File: config.mk
export PLATFORM = sky130hd
export DESIGN_NAME = xor_seq_ctrl_flat
export DESIGN_NICKNAME = d
export VERILOG_FILES = /design/src/rtl/xor_ctrl_pkg.sv /design/src/rtl/xor_seq_ctrl_if.sv /design/src/rtl/xor_seq_ctrl_counter.sv /design/src/rtl/xor_seq_ctrl.sv /design/src/flat_wrapper.sv
export SDC_FILE = /design/constraint.sdc
export NUM_CORES = 1
export LEC_CHECK = 0
export CORE_MARGIN = 2
export CORE_UTILIZATION = 53
export DETAILED_ROUTE_END_ITERATION = 8
export GPL_TIMING_DRIVEN = 0
export PLACE_DENSITY_LB_ADDON = 0.3
export REMOVE_ABC_BUFFERS = 1
export SLEW_MARGIN = 20
export SYNTH_ARGS = -nofsm -noshare
export SYNTH_HDL_FRONTEND = slang
export SYNTH_SLANG_ARGS = --single-unit
export TNS_END_PERCENT = 30
File: constraint.sdc
create_clock -name oClk_slow -period 3.1 [get_ports oClk_slow]
set_clock_uncertainty 0.15 [all_clocks]
set_input_delay 0.31 -clock oClk_slow [delete_from_list [all_inputs] [get_ports oClk_slow]]
set_output_delay 0.31 -clock oClk_slow [all_outputs]
set_load 0.01 [all_outputs]
File: src/rtl/xor_ctrl_pkg.sv
// rtl/xor_ctrl_pkg.sv - shared state encoding, default sizes and output decode for the xor sequencer
package xor_ctrl_pkg;

  localparam int KEY_SIZE_D = 4;
  localparam int MSG_SIZE_D = 8;
  localparam int TIMEOUT_D  = 64;

  typedef enum logic [2:0] {
    ST_IDLE      = 3'd0,
    ST_LOAD_KEY  = 3'd1,
    ST_LOAD_MSG  = 3'd2,
    ST_WAIT_DONE = 3'd3,
    ST_STREAM    = 3'd4,
    ST_FINISH    = 3'd5,
    ST_ERROR     = 3'd6
  } state_t;

  typedef struct packed {
    logic en;
    logic load_key;
    logic load_msg;
    logic bit_req;
    logic out_valid;
    logic frame_done;
    logic busy;
    logic err;
  } ctrl_out_t;

  function automatic int max3(input int a, input int b, input int c);
    int m;
    m = (a > b) ? a : b;
    return (m > c) ? m : c;
  endfunction

  // Moore decode: every output is a pure function of the state.
  function automatic ctrl_out_t decode_state(input state_t s);
    ctrl_out_t o;
    o = '0;
    o.busy = (s != ST_IDLE);
    case (s)
      ST_LOAD_KEY: begin
        o.en       = 1'b1;
        o.load_key = 1'b1;
        o.bit_req  = 1'b1;
      end
      ST_LOAD_MSG: begin
        o.en       = 1'b1;
        o.load_msg = 1'b1;
        o.bit_req  = 1'b1;
      end
      ST_WAIT_DONE: o.en = 1'b1;
      ST_STREAM: begin
        o.en        = 1'b1;
        o.out_valid = 1'b1;
      end
      ST_FINISH: o.frame_done = 1'b1;
      ST_ERROR:  o.err        = 1'b1;
      default:   o.busy       = 1'b0;
    endcase
    return o;
  endfunction

endpackage

File: src/rtl/xor_seq_ctrl_if.sv
// rtl/xor_seq_ctrl_if.sv - host/datapath handshake bundle for the xor sequencer
interface xor_seq_ctrl_if;

  logic iStart;
  logic iAbort;
  logic iKey_reuse;
  logic iDone_flag;
  logic oEn;
  logic oLoad_key;
  logic oLoad_msg;
  logic oBit_req;
  logic oOut_valid;
  logic oFrame_done;
  logic oBusy;
  logic oErr;

  modport master (
    output iStart, iAbort, iKey_reuse, iDone_flag,
    input  oEn, oLoad_key, oLoad_msg, oBit_req, oOut_valid, oFrame_done, oBusy, oErr
  );

  modport slave (
    input  iStart, iAbort, iKey_reuse, iDone_flag,
    output oEn, oLoad_key, oLoad_msg, oBit_req, oOut_valid, oFrame_done, oBusy, oErr
  );

endinterface

File: src/rtl/xor_seq_ctrl_counter.sv
// rtl/xor_seq_ctrl_counter.sv - phase counter with sync clear, enable and terminal-count compare
module ctrl_counter #(
  parameter int W = 6
) (
  input  logic         oClk_slow,
  input  logic         iRst,
  input  logic         clr,
  input  logic         en,
  input  logic [W-1:0] tc_val,
  output logic         tc
);

  logic [W-1:0] cnt_q;
  logic [W-1:0] cnt_d;

  always_comb begin
    cnt_d = cnt_q;
    if (clr) begin
      cnt_d = '0;
    end else if (en) begin
      cnt_d = cnt_q + 1'b1;
    end
  end

  always_ff @(posedge oClk_slow or negedge iRst) begin
    if (!iRst) begin
      cnt_q <= '0;
    end else begin
      cnt_q <= cnt_d;
    end
  end

  assign tc = (cnt_q == tc_val);

endmodule

File: src/rtl/xor_seq_ctrl.sv
// rtl/xor_seq_ctrl.sv - frame sequencer driving key/message load, wait-for-done and ciphertext window
module xor_seq_ctrl
  import xor_ctrl_pkg::*;
#(
  parameter int KEY_SIZE = KEY_SIZE_D,
  parameter int MSG_SIZE = MSG_SIZE_D,
  parameter int TIMEOUT  = TIMEOUT_D
) (
  input  logic          oClk_slow,
  input  logic          iRst,
  xor_seq_ctrl_if.slave bus
);

  localparam int CNT_MAX = max3(KEY_SIZE, MSG_SIZE, TIMEOUT);
  localparam int CW      = (CNT_MAX > 1) ? $clog2(CNT_MAX) : 1;

  state_t       state_q;
  state_t       state_d;
  logic         key_valid_q;
  logic         key_valid_d;
  ctrl_out_t    out_q;
  ctrl_out_t    out_d;
  logic         cnt_clr;
  logic         cnt_en;
  logic         tc;
  logic [CW-1:0] tc_val;

  always_comb begin
    tc_val = '0;
    case (state_q)
      ST_LOAD_KEY:             tc_val = CW'(KEY_SIZE - 1);
      ST_LOAD_MSG, ST_STREAM:  tc_val = CW'(MSG_SIZE - 1);
      ST_WAIT_DONE:            tc_val = CW'(TIMEOUT - 1);
      default:                 tc_val = '0;
    endcase
  end

  always_comb begin
    state_d     = state_q;
    key_valid_d = key_valid_q;
    if (bus.iAbort) begin
      state_d     = ST_IDLE;
      key_valid_d = 1'b0;
    end else begin
      case (state_q)
        ST_IDLE: begin
          if (bus.iStart) begin
            state_d = (bus.iKey_reuse && key_valid_q) ? ST_LOAD_MSG : ST_LOAD_KEY;
          end
        end
        ST_LOAD_KEY: begin
          if (tc) begin
            key_valid_d = 1'b1;
            state_d     = ST_LOAD_MSG;
          end
        end
        ST_LOAD_MSG: begin
          if (tc) state_d = ST_WAIT_DONE;
        end
        ST_WAIT_DONE: begin
          // done on the timeout cycle still counts as success
          if (bus.iDone_flag) state_d = ST_STREAM;
          else if (tc)        state_d = ST_ERROR;
        end
        ST_STREAM: begin
          if (tc) state_d = ST_FINISH;
        end
        ST_FINISH: state_d = ST_IDLE;
        ST_ERROR:  state_d = ST_ERROR;
        default:   state_d = ST_IDLE;
      endcase
    end
  end

  // Every phase starts its count from zero; terminal counts always leave the state, so no wrap.
  always_comb begin
    cnt_clr = bus.iAbort || (state_d != state_q);
    cnt_en  = 1'b0;
    case (state_q)
      ST_LOAD_KEY, ST_LOAD_MSG, ST_WAIT_DONE, ST_STREAM: cnt_en = !cnt_clr;
      default: cnt_en = 1'b0;
    endcase
  end

  ctrl_counter #(.W(CW)) u_cnt (
    .oClk_slow (oClk_slow),
    .iRst      (iRst),
    .clr       (cnt_clr),
    .en        (cnt_en),
    .tc_val    (tc_val),
    .tc        (tc)
  );

  // outputs are registered from the next state so they track the state register exactly
  always_comb begin
    out_d = decode_state(state_d);
  end

  always_ff @(posedge oClk_slow or negedge iRst) begin
    if (!iRst) begin
      state_q     <= ST_IDLE;
      key_valid_q <= 1'b0;
      out_q       <= '0;
    end else begin
      state_q     <= state_d;
      key_valid_q <= key_valid_d;
      out_q       <= out_d;
    end
  end

  assign bus.oEn         = out_q.en;
  assign bus.oLoad_key   = out_q.load_key;
  assign bus.oLoad_msg   = out_q.load_msg;
  assign bus.oBit_req    = out_q.bit_req;
  assign bus.oOut_valid  = out_q.out_valid;
  assign bus.oFrame_done = out_q.frame_done;
  assign bus.oBusy       = out_q.busy;
  assign bus.oErr        = out_q.err;

endmodule

File: src/flat_wrapper.sv
// flat-port wrapper written by rule: the top's interface ports become plain ports
module xor_seq_ctrl_flat import xor_ctrl_pkg::*;
#(
  parameter int KEY_SIZE = KEY_SIZE_D,
  parameter int MSG_SIZE = MSG_SIZE_D,
  parameter int TIMEOUT  = TIMEOUT_D
)
  (oClk_slow, iRst, bus_iStart, bus_iAbort, bus_iKey_reuse, bus_iDone_flag, bus_oEn, bus_oLoad_key, bus_oLoad_msg, bus_oBit_req, bus_oOut_valid, bus_oFrame_done, bus_oBusy, bus_oErr);
  xor_seq_ctrl_if bus_i ();
  input  logic oClk_slow;
  input  logic iRst;
  input wire logic [$bits(bus_i.iStart)-1:0] bus_iStart;
  input wire logic [$bits(bus_i.iAbort)-1:0] bus_iAbort;
  input wire logic [$bits(bus_i.iKey_reuse)-1:0] bus_iKey_reuse;
  input wire logic [$bits(bus_i.iDone_flag)-1:0] bus_iDone_flag;
  output wire logic [$bits(bus_i.oEn)-1:0] bus_oEn;
  output wire logic [$bits(bus_i.oLoad_key)-1:0] bus_oLoad_key;
  output wire logic [$bits(bus_i.oLoad_msg)-1:0] bus_oLoad_msg;
  output wire logic [$bits(bus_i.oBit_req)-1:0] bus_oBit_req;
  output wire logic [$bits(bus_i.oOut_valid)-1:0] bus_oOut_valid;
  output wire logic [$bits(bus_i.oFrame_done)-1:0] bus_oFrame_done;
  output wire logic [$bits(bus_i.oBusy)-1:0] bus_oBusy;
  output wire logic [$bits(bus_i.oErr)-1:0] bus_oErr;
  assign bus_i.iStart = bus_iStart;
  assign bus_i.iAbort = bus_iAbort;
  assign bus_i.iKey_reuse = bus_iKey_reuse;
  assign bus_i.iDone_flag = bus_iDone_flag;
  assign bus_oEn = bus_i.oEn;
  assign bus_oLoad_key = bus_i.oLoad_key;
  assign bus_oLoad_msg = bus_i.oLoad_msg;
  assign bus_oBit_req = bus_i.oBit_req;
  assign bus_oOut_valid = bus_i.oOut_valid;
  assign bus_oFrame_done = bus_i.oFrame_done;
  assign bus_oBusy = bus_i.oBusy;
  assign bus_oErr = bus_i.oErr;
  xor_seq_ctrl #(.KEY_SIZE(KEY_SIZE), .MSG_SIZE(MSG_SIZE), .TIMEOUT(TIMEOUT)) u_core (.oClk_slow(oClk_slow), .iRst(iRst), .bus(bus_i));
endmodule
==> results.md, run 1 <==
- Status: finished clean
- Final setup viols: 0
- P_int: 0.5364 mW
- Initial Util: 57.87%
- Die Width: 47.89 um
- Flip-flop and latch area: 450.4 sq um
- Slew @ Worst Pin: 764.5 ps
- GRT overflow: 0
- Share of layout cells above drive strength 1: 6.838%
- Sw Share: 38.67%
- Post-CTS Setup Inserts: 0
- Avg WL per Cell: 13.58 um
- Worst-Skew Late Latency: 290 ps
- CTS Sinks: 18
- CTS clk-pin slew, worst paths: 100 ps
- Design Area, Final: 1190 sq um
- Routability cong.: 0.9300
- Top Registers: u_core.u_cnt.cnt_q x6, u_core.state_q x3
- Htree depth: 1
- # DRC: 0
- Maximum clock frequency: 0.3769 GHz
- CTS tree: built
- Unique masters post-synth: 37
- Maxcap violations: 0
- Row cnt: 15
- Final #Nets: 125
- Worst Path Required: 3110 ps
- Post-synth top area cell: dfrtp_1
- Number of gates resized after cts: 0
- Inserted Clock Buffers: 3
- PortBufs: 13
- Ranking of synthesized cells by area: dfrtp_1 44%, nor2_1 5.1%, xnor2_1 4.3%
- Quantity of hold-fixing buffers added after cts: 0
- # fillers: 153
- WS Path Type: reg -> reg
- Largest net degree at the start of global routing: 19
- DRT antenna net count: 0
- Placed cell areas: 1154 sq um
- Final Hold Fails: 0
- Die area: 2293 sq um
- Syn Area/Cell: 9.724 sq um
- Tot GR Track Use: 19.68%
- Initial antenna violation count: 0
- Hold WS: 312.1 ps
- Slew margin rel.: 48.88%
- First-pass GRT wire length: 3125 um
- Synth Register Bits: 18
- Warnings from Yosys: 0
- Worst Hold Class: in -> async
- Register share of total power: 37.6%
- Number of global-route vias before repair: 689
- Drt first pass iters: 4
- Core ar.: 1764 sq um
- DIE HEIGHT: 47.89 um
- Routed WL: 1928 um
- Worst VDD drop: 0.0004259 V
- Multi-input logic area: 533.0 sq um
- Fin crit share: 85.58%
- IO Pins: 14
- PD cells: 735.1 nW/um^2
- Final Critical Period: 2653 ps
- Routed vias/inst: 5.704
- Top cell type's share of synthesized area: 44.12%
- Max-slew violations: 0
- Syn-to-layout area delta: 16.54%
- Leak pwr: 0.5015 nW
- Cells after Synth: 105
- # diodes: 0
- CP Data Arrival Time: 2660 ps
- Startpoint types: register
- CTS max path bufs: 2
- Dpl hpwl: 1374 um
- NetSw: 0.3383 mW
- Critical path fanouts, max: 13
- Setup TNS: 0 ps
- CP Capture Type: register
- Unrepaired setup endpoints after global routing: no
- Biggest register: u_core.u_cnt.cnt_q
- Clock Root Buffer: clkbuf_4
- Comb pwr share: 46.3%
- Syn Std Cell Area: 1021 sq um
- Iteration-0 DRC Markers: 17
- Routed via count: 810
- Commonest non-fill, non-tap cell in the layout: dfrtp_1
- Clock network fraction of total power: 16.1%
- Most frequent cells in the layout: 18 x dfrtp_1, 14 x nor2_1, 13 x clkdlybuf4s50_1
- Max reg flops: 6
- Register area share after synthesis: 44.12%
[kinds of logic (layout without fill, tap and decap cells)]
logic type | count (synthesis) | count (layout) | synth area share (%)
and+or+nand+nor | 46 | 46 | 23.65
AOI/OAI and AO/OA | 23 | 23 | 18.51
DFF | 18 | 18 | 44.12
xor gates and xnor gates | 8 | 8 | 6.863
buffers and inverters | 7 | 19 | 3.676
muxes | 2 | 2 | 1.961
adders and majority gates | 1 | 1 | 1.225
[critical path: stages (launching register included)]
cell	delay (ps)
dfrtp_1	540
or3_1	420
and2_1	300
a211oi_4	370
a21oi_1	130
o2111ai_1	510
nor2_1	110
[final timing paths]
kind	startpoint	endpoint	slack, ps	cells past startpoint
worst max-delay path	u_core.state_q[1]	u_core.u_cnt.cnt_q[1]	450	6
worst min-delay path	iRst	u_core.u_cnt.cnt_q[3]	310	1
worst max register to register	u_core.state_q[1]	u_core.u_cnt.cnt_q[1]	450	6
worst min register to register	u_core.key_valid_q	u_core.key_valid_q	400	2
max in group asynchronous	iRst	u_core.state_q[1]	2010	1
min in group oClk_slow	u_core.key_valid_q	u_core.key_valid_q	400	2
[metrics by stage]
step | setup WS (ps) | instances | total power [mW] | util (%)
4_1_cts | 484.4 | 142 | 0.8753 | 67.45
5_1_grt | 314.4 | 142 | 0.9374 | 67.45
6_report | 447.1 | 142 | 0.8747 | 67.45
3_5_place_dp | 558.8 | 138 | 0.7294 | 65.39
2_1_floorplan | 766.1 | 100 | 0.6114 | -
3_3_place_gp | 590.6 | 138 | 0.7173 | 65.39
[area by class of cell]
class | count | share of cell area [%]
well taps | 25 | 2.629
flip-flops and latches | 18 | 37.85
multi-input cells | 80 | 44.79
repair buffers | 13 | 10.94
inverters | 2 | 0.7361
clock buffers | 4 | 3.049
[power by group through the flow]
stage | clock, mW | sequential (mW) | combinational [mW]
final | 0.141 | 0.329 | 0.405
after global routing | 0.153 | 0.336 | 0.449
after CTS | 0.146 | 0.327 | 0.402
after detailed placement | 0 | 0.332 | 0.398
after global placement | 0 | 0.329 | 0.388
after floorplan | 0 | 0.335 | 0.277
[synth_stat cells]
cell	number
buf_2	2
clkinv_2	1
a211oi_4	1
nor2b_1	1
xnor2_1	5
a32oi_1	1
a2111oi_4	1
and3_1	3
o21bai_1	1
o21ai_0	5
dfrtp_1	18
nor3_1	2
a22oi_1	1
nor4_1	2
o2111ai_1	1
a21o_1	1
xor2_1	3
buf_6	1
nor4b_2	1
nor3b_1	2
inv_1	1
clkbuf_1	2
a221o_1	1
a211oi_1	1
a22o_1	1
ha_1	1
a21oi_1	5
nand2_1	9
nor2_1	14
o221ai_1	2
a21boi_0	1
or3_1	3
nand2b_1	4
nand3b_1	2
mux2i_1	2
and2_1	2
nand4_1	1
[metal layers]
layer  part of all wire, %  GRT usage, %  up-vias
met5                     0             0        -
met3                   3.3         2.264        2
met1                    50         29.00      385
met4                  0.99         8.649        0
met2                    46         28.80       24
li1                      -             -      399
(Power assumes the default switching activity.)
==> run 2, diff against run 1 <==
--- a/constraint.sdc
+++ b/constraint.sdc
@@ -4,2 +4,2 @@
 set_output_delay 0.31 -clock oClk_slow [all_outputs]
-set_load 0.01 [all_outputs]
+set_load 0.02 [all_outputs]
==> results of run 2 <==
Same layout as run 1 (identical final DEF). Status: finished clean.
Among the figures that moved: total power 0.8747 mW -> 0.8941 mW; worst IR drop on VDD 0.0004259 V -> 0.0004270 V
